[src/rtl/popcount_stream_pkg.sv]
// Shared types and width helpers for the streaming popcount block.
// Holds the beat-mode encodings and the per-beat control record.
// Widths derive from the element counts at elaboration time.
package popcount_stream_pkg;

   localparam logic MODE_WORD = 1'b0;   // each beat produces its own count
   localparam logic MODE_ACC  = 1'b1;   // beats sum until the frame's last beat

   // Bits needed to hold a count of 0..n inclusive.
   function automatic int cnt_w(input int n);
      return $clog2(n + 1);
   endfunction

   // Control bits that travel alongside the chunk counts through S1.
   typedef struct packed {
      logic last;
      logic mode;
   } beat_ctl_t;

endpackage

[src/rtl/popcount_stream_if.sv]
// Input and output handshake bundle of the streaming popcount block.
// master drives beats and consumer ready; slave is the counting engine.
// O_count width follows the accumulator width of the attached engine.
interface popcount_stream_if #(
   parameter int WIDTH = 32,
   parameter int ACC_W = 16
);
   logic             I_valid;
   logic             I_ready;
   logic [WIDTH-1:0] I_data;
   logic             I_last;
   logic             I_mode;
   logic             O_valid;
   logic             O_ready;
   logic [ACC_W-1:0] O_count;
   logic             O_sat;

   modport master (
      output I_valid, I_data, I_last, I_mode, O_ready,
      input  I_ready, O_valid, O_count, O_sat
   );

   modport slave (
      input  I_valid, I_data, I_last, I_mode, O_ready,
      output I_ready, O_valid, O_count, O_sat
   );
endinterface

[src/rtl/popcount_stream_chunk.sv]
// Purpose: popcount of one CHUNK-bit slice of the input vector.
// Latency: purely combinational, zero cycles.
// Backpressure: none; it is evaluated every cycle in front of S1.
module popcount_stream_chunk
   import popcount_stream_pkg::*;
#(
   parameter  int CHUNK = 8,
   localparam int CW    = cnt_w(CHUNK)
) (
   input  logic [CHUNK-1:0] i_bits,
   output logic [CW-1:0]    o_cnt
);

   // Ripple sum of the slice bits; CHUNK is small so depth stays shallow.
   always_comb begin
      o_cnt = '0;
      for (int i = 0; i < CHUNK; i++) begin
         o_cnt = o_cnt + CW'(i_bits[i]);
      end
   end

endmodule

[src/rtl/popcount_stream.sv]
// Purpose: streaming WIDTH-bit popcount with optional per-frame accumulation.
// Latency: 2 cycles accept-to-O_valid (mode 0, or the last beat of a mode-1 frame).
// Backpressure: S1/S2 skid through valid/ready; I_ready = !s1_valid | s2 advance.
module popcount_stream
   import popcount_stream_pkg::*;
#(
   parameter int WIDTH = 32,
   parameter int CHUNK = 8,
   parameter int ACC_W = 16
) (
   input logic               CLK,
   input logic               ASYNCRESET,
   popcount_stream_if.slave  bus
);

   localparam int NCH   = WIDTH / CHUNK;
   localparam int CW    = cnt_w(CHUNK);
   localparam int SUM_W = cnt_w(WIDTH);
   localparam int AW1   = ACC_W + 1;

   // Reject geometries where chunks do not tile the word or the result cannot fit.
   if ((WIDTH % CHUNK) != 0) begin : g_bad_chunk
      $error("popcount_stream: WIDTH must be a multiple of CHUNK");
   end
   if (ACC_W < SUM_W) begin : g_bad_accw
      $error("popcount_stream: ACC_W too narrow for a full-word count");
   end

   logic [NCH-1:0][CW-1:0] w_cnt;
   logic                   w_in_fire;
   logic                   w_s2_adv;
   logic [SUM_W-1:0]       w_sum;
   logic [AW1-1:0]         w_add;
   logic                   w_add_ovf;
   logic [ACC_W-1:0]       w_add_sat;

   logic                   r_s1_vld;
   logic [NCH-1:0][CW-1:0] r_s1_cnt;
   beat_ctl_t              r_s1_ctl;

   logic                   r_o_vld;
   logic [ACC_W-1:0]       r_o_cnt;
   logic                   r_o_sat;

   logic [ACC_W-1:0]       r_acc;
   logic                   r_ovf;

   for (genvar g = 0; g < NCH; g++) begin : g_chunk
      popcount_stream_chunk #(.CHUNK(CHUNK)) u_chunk (
         .i_bits (bus.I_data[g*CHUNK +: CHUNK]),
         .o_cnt  (w_cnt[g])
      );
   end

   // S2 moves whenever S1 holds a beat and the output slot is free or being drained.
   assign w_s2_adv    = r_s1_vld & (~r_o_vld | bus.O_ready);
   assign bus.I_ready = ~r_s1_vld | w_s2_adv;
   assign w_in_fire   = bus.I_valid & bus.I_ready;

   // Adder tree over the registered chunk counts, zero-extended so it is exact.
   always_comb begin
      w_sum = '0;
      for (int i = 0; i < NCH; i++) begin
         w_sum = w_sum + SUM_W'(r_s1_cnt[i]);
      end
   end

   // One extra bit catches overflow; both operands fit ACC_W so the sum fits AW1.
   assign w_add     = {1'b0, r_acc} + AW1'(w_sum);
   assign w_add_ovf = w_add[ACC_W];
   assign w_add_sat = w_add_ovf ? {ACC_W{1'b1}} : w_add[ACC_W-1:0];

   // S1: capture chunk counts and beat control on accept, hold while stalled.
   always_ff @(posedge CLK or posedge ASYNCRESET) begin
      if (ASYNCRESET) begin
         r_s1_vld <= 1'b0;
         r_s1_cnt <= '0;
         r_s1_ctl <= '0;
      end else if (w_in_fire) begin
         r_s1_vld <= 1'b1;
         r_s1_cnt <= w_cnt;
         r_s1_ctl <= '{last: bus.I_last, mode: bus.I_mode};
      end else if (w_s2_adv) begin
         r_s1_vld <= 1'b0;
      end
   end

   // S2 output register: emit word counts and frame totals, hold until taken.
   always_ff @(posedge CLK or posedge ASYNCRESET) begin
      if (ASYNCRESET) begin
         r_o_vld <= 1'b0;
         r_o_cnt <= '0;
         r_o_sat <= 1'b0;
      end else if (w_s2_adv) begin
         if (r_s1_ctl.mode == MODE_WORD) begin
            r_o_cnt <= ACC_W'(w_sum);
            r_o_sat <= 1'b0;
            r_o_vld <= 1'b1;
         end else if (r_s1_ctl.last) begin
            r_o_cnt <= w_add_sat;
            r_o_sat <= r_ovf | w_add_ovf;
            r_o_vld <= 1'b1;
         end else begin
            // Mid-frame beat: any previous result is being taken this cycle.
            r_o_vld <= 1'b0;
         end
      end else if (bus.O_ready) begin
         r_o_vld <= 1'b0;
      end
   end

   // Frame accumulator and sticky overflow; word-mode beats leave them alone.
   always_ff @(posedge CLK or posedge ASYNCRESET) begin
      if (ASYNCRESET) begin
         r_acc <= '0;
         r_ovf <= 1'b0;
      end else if (w_s2_adv && (r_s1_ctl.mode == MODE_ACC)) begin
         if (r_s1_ctl.last) begin
            r_acc <= '0;
            r_ovf <= 1'b0;
         end else begin
            r_acc <= w_add_sat;
            r_ovf <= r_ovf | w_add_ovf;
         end
      end
   end

   assign bus.O_valid = r_o_vld;
   assign bus.O_count = r_o_cnt;
   assign bus.O_sat   = r_o_sat;

endmodule

[src/flat_wrapper.sv]
// flat-port wrapper written by rule: the top's interface ports become plain ports
module popcount_stream_flat import popcount_stream_pkg::*;
#(
   parameter int WIDTH = 32,
   parameter int CHUNK = 8,
   parameter int ACC_W = 16
)
  (CLK, ASYNCRESET, bus_I_valid, bus_I_data, bus_I_last, bus_I_mode, bus_O_ready, bus_I_ready, bus_O_valid, bus_O_count, bus_O_sat);
  popcount_stream_if #(.WIDTH(WIDTH), .ACC_W(ACC_W)) bus_i ();
  input logic CLK;
  input logic ASYNCRESET;
  input wire logic [$bits(bus_i.I_valid)-1:0] bus_I_valid;
  input wire logic [$bits(bus_i.I_data)-1:0] bus_I_data;
  input wire logic [$bits(bus_i.I_last)-1:0] bus_I_last;
  input wire logic [$bits(bus_i.I_mode)-1:0] bus_I_mode;
  input wire logic [$bits(bus_i.O_ready)-1:0] bus_O_ready;
  output wire logic [$bits(bus_i.I_ready)-1:0] bus_I_ready;
  output wire logic [$bits(bus_i.O_valid)-1:0] bus_O_valid;
  output wire logic [$bits(bus_i.O_count)-1:0] bus_O_count;
  output wire logic [$bits(bus_i.O_sat)-1:0] bus_O_sat;
  assign bus_i.I_valid = bus_I_valid;
  assign bus_i.I_data = bus_I_data;
  assign bus_i.I_last = bus_I_last;
  assign bus_i.I_mode = bus_I_mode;
  assign bus_i.O_ready = bus_O_ready;
  assign bus_I_ready = bus_i.I_ready;
  assign bus_O_valid = bus_i.O_valid;
  assign bus_O_count = bus_i.O_count;
  assign bus_O_sat = bus_i.O_sat;
  popcount_stream #(.WIDTH(WIDTH), .CHUNK(CHUNK), .ACC_W(ACC_W)) u_core (.CLK(CLK), .ASYNCRESET(ASYNCRESET), .bus(bus_i));
endmodule
[config.mk]
export PLATFORM = sky130hd
export DESIGN_NAME = popcount_stream_flat
export DESIGN_NICKNAME = d
export VERILOG_FILES = /design/src/rtl/popcount_stream_pkg.sv /design/src/rtl/popcount_stream_if.sv /design/src/rtl/popcount_stream_chunk.sv /design/src/rtl/popcount_stream.sv /design/src/flat_wrapper.sv
export SDC_FILE = /design/constraint.sdc
export NUM_CORES = 1
export LEC_CHECK = 0
export BUFFER_PORTS_ARGS = -buffer_cell sky130_fd_sc_hd__buf_4
export CORE_MARGIN = 5
export CORE_UTILIZATION = 40
export CTS_CLUSTER_DIAMETER = 150
export DETAILED_ROUTE_END_ITERATION = 6
export PLACE_DENSITY_LB_ADDON = 0.25
export SYNTH_ARGS = -nofsm -noshare
export SYNTH_HDL_FRONTEND = slang
export SYNTH_HIERARCHICAL = 1
export SYNTH_SLANG_ARGS = --single-unit
[constraint.sdc]
create_clock -name CLK -period 10.8 [get_ports CLK]
set_clock_uncertainty 0.2 [all_clocks]
set_input_delay 2.16 -clock CLK [delete_from_list [all_inputs] [get_ports CLK]]
set_output_delay 2.16 -clock CLK [all_outputs]
set_load 0.01 [all_outputs]
==> out/results.ini <==
[worst_setup_path]
cpLargestDelayFamily=buffers and inverters
crit_slowest_cell=nand3b_1
critPathMostFrequentCell=buf_4
worst-path-max-fanout=3
setup.worst_path.end_class=output port
crit_cells=3
crit_path_start=bus_O_ready
worstPathRequired_ns=8.44
crit_buf_inv=2
path_cells=buf_4, nand3b_1, buf_4
rr_worst_depth=14
ff2ff_setup_slack_ns=6.36
r2r-start=u_core/r_s1_cnt[1]
max_stage_delay_ns=0.19
critPathLaunchType=primary input
worstPathArrival_ns=2.63
worstReg2RegEnd=u_core/bus.O_count[1]
path_class=primary input to output port
crit_end=bus_I_ready

[clock_tree]
ctsHoldBuffers=0
clock_path_buffers=2
cts_num_sinks=54
root_buffer=clkbuf_8
htreeDepth=2
clock_latency_ns=0.31
post_cts_buffers=0
cts_buffers=5
cts_tree=done
clk_pin_slew_ns=0.10
cts_resized=0

[detailed_routing]
routed-via-count=2877
drtIter0Drc=139
ant_nets=0
post_drt_wl_per_cell_um=13.9
remaining_drc_errors=0
viasPerCell=5.00
wirelength_um=7980
dr.pass1.iters=6

[logic_synthesis]
synthCells=394
avgSynthCellArea_um2=9.77
syn_nets=480
synth_edf_count=0
synth_cell_types=49
synth_async_sr_flop_share_pct=100
synth_top_cell_by_area=dfrtp_1
synth_flop_cell=dfrtp_1
ys_seq_area_share_pct=35.1
syn_area_um2=3850
synth_warnings=6
synth_seq_cells=54
synth_area_leaders=dfrtp_1 35%, fa_1 13%, ha_1 7.5%
synth_top_area_share_pct=35.1

[place]
numPortBuffers=56
placed_cell_area_um2=4380
pre_cts_ws_ns=5.70
gp_congestion=0.849
dpl.hpwl_um=6170
placed_cells=567

[die]
die_height_um=108
io_pins=57
die_w_um=108
num_rows=35
initial_core_util_pct=41.2
core_um2=9330
die_area_um2=11700

[timing]
final_hold_viol_count=0
fin_setup_tns_ns=0
fmax_mhz=200
relSlewSlack_pct=33.9
fin_ws_ns=5.81
setup_viol=0
slew_viol_final=0
min_period_over_period_pct=46.2
grt_setup_unrepaired=no
worst_pin_slew_ns=0.989
min_period_ns=4.99

[power_and_ir_drop]
switching_power_uw=700
peakVddDrop_v=0.000218
combinationalPowerShare_pct=70.8
p_leak_uw=0.00227
p_total_uw=1460
power.density_nw_per_um2=325
pwr-share-seq_pct=19.8
p_int_uw=761
pwr-share-clk_pct=9.4
p_sw_share_pct=47.9

[min_path]
hp-class=flip-flop to flip-flop

[final_layout]
n_antenna_cell=0
fillers=874
syn_to_final_growth_pct=16.7
layout-drive-gt1-share_pct=21.5
multi_input_area_um2=2150
fin_area_um2=4490
seq_area_um2=1350
fin_cells=575
fin_nets=531

[global_routing]
grt_pass1_vias=2856
antenna_found_initial=0
gr-total-overflow=0
track_usage_pct=14.4
grt_max_degree=55
grt_pass1_wl_um=13600

[outcome]
status=complete, no violations

[flow_run]
drv_cap=0

-- cells in the mapped netlist (all sizes together), types with 2 or more instances --
library cell / number
o22a: 2
xnor2: 11
o21ai: 18
clkbuf: 9
and2: 3
nor2: 23
or3: 2
and4: 3
o211ai: 6
and3: 4
nand3b: 2
nand2b: 4
a31oi: 4
nand3: 8
ha: 23
a211oi: 4
fa: 25
buf: 4
o31ai: 3
mux2: 18
inv: 76
o21a: 5
a21oi: 18
a22o: 2
nor2b: 5
a22oi: 3
nor3b: 3
nor3: 3
dfrtp: 54
xor2: 3
nand4: 4
a21o: 8
mux2i: 3
nand2: 25
-- how the worst min path moves through the flow --
stage	from	to	slack (ns)	cells after the start
3_5_place_dp	u_core/bus.O_sat	u_core/bus.O_sat	0.27	2
2_1_floorplan	u_core/r_acc[2]	u_core/r_acc[2]	0.26	2
5_1_grt	u_core/bus.O_count[2]	u_core/bus.O_count[2]	0.32	1
6_report	u_core/bus.O_sat	u_core/bus.O_sat	0.28	2
4_1_cts	u_core/bus.O_sat	u_core/bus.O_sat	0.29	2
3_3_place_gp	u_core/bus.O_sat	u_core/bus.O_sat	0.25	2
-- cells by family after synthesis --
kind of cell             Yosys count  synth area share, %
AND/OR/NAND/NOR                   91                 13.1
adder cells (fa/ha/maj)           48                 20.5
buffers and inverters             89                 8.88
AO/OA/AOI/OAI                     77                 13.2
multiplexers                      21                 6.05
flip-flops                        54                 35.1
XOR/XNOR                          14                 3.19
-- stage by stage --
step / hold slack, ns / util [%]
floorplan: 0.256 / -
global placement: 0.254 / 47.0
detailed placement: 0.268 / 47.0
CTS: 0.291 / 48.1
global route: 0.319 / 48.1
finish: 0.280 / 48.1
-- registers in the layout (all words and copies together), names as in the netlist --
name	count
u_core/r_s1_cnt	16
u_core/bus.O_count	16
u_core/r_s1_ctl	2
u_core/bus.O_sat	1
u_core/bus.O_valid	1
u_core/r_acc	16
u_core/r_s1_vld	1
u_core/r_ovf	1
-- tightest hold or removal path, stage by stage (launching register included) --
cell     delay (ns)
dfrtp_1        0.36
nand2_1        0.05
nand2_1        0.05
-- power by group through the flow --
| stage | registers, uW | logic (uW) | clock network, uW |
|---|---|---|---|
| global route | 297 | 1170 | 151 |
| CTS | 290 | 1040 | 142 |
| global placement | 292 | 1000 | 0 |
| floorplan | 285 | 811 | 0 |
| finish | 289 | 1030 | 137 |
| detailed placement | 294 | 1030 | 0 |
-- cell usage in the layout, fill, tap and decap left out, drive strengths merged, types with 8 or more instances in the layout --
cell,count
a21o,8
a21oi,18
buf,57
dfrtp,54
fa,25
ha,23
inv,76
mux2,18
nand2,25
nand3,8
nor2,23
o21ai,18
xnor2,11
-- final cells by class --
class                      count  share of cell area [%]
multi-input combinational    251                    48.0
clock buffer                   6                    1.62
tap                          129                    3.59
sequential                    54                    30.1
timing repair buffer          57                    9.53
inverter                      76                    6.35
clock inverter                 2                   0.836
-- routing by layer --
layer  global-route usage (%)  vias up  wire length [um]
li1                         -     1400                 -
met2                     21.9       50              3670
met4                     4.42        0                91
met5                        0        -                 0
met1                     20.8     1420              3890
met3                     2.75        7               336
No activity file was read; power rests on OpenSTA's default activity.
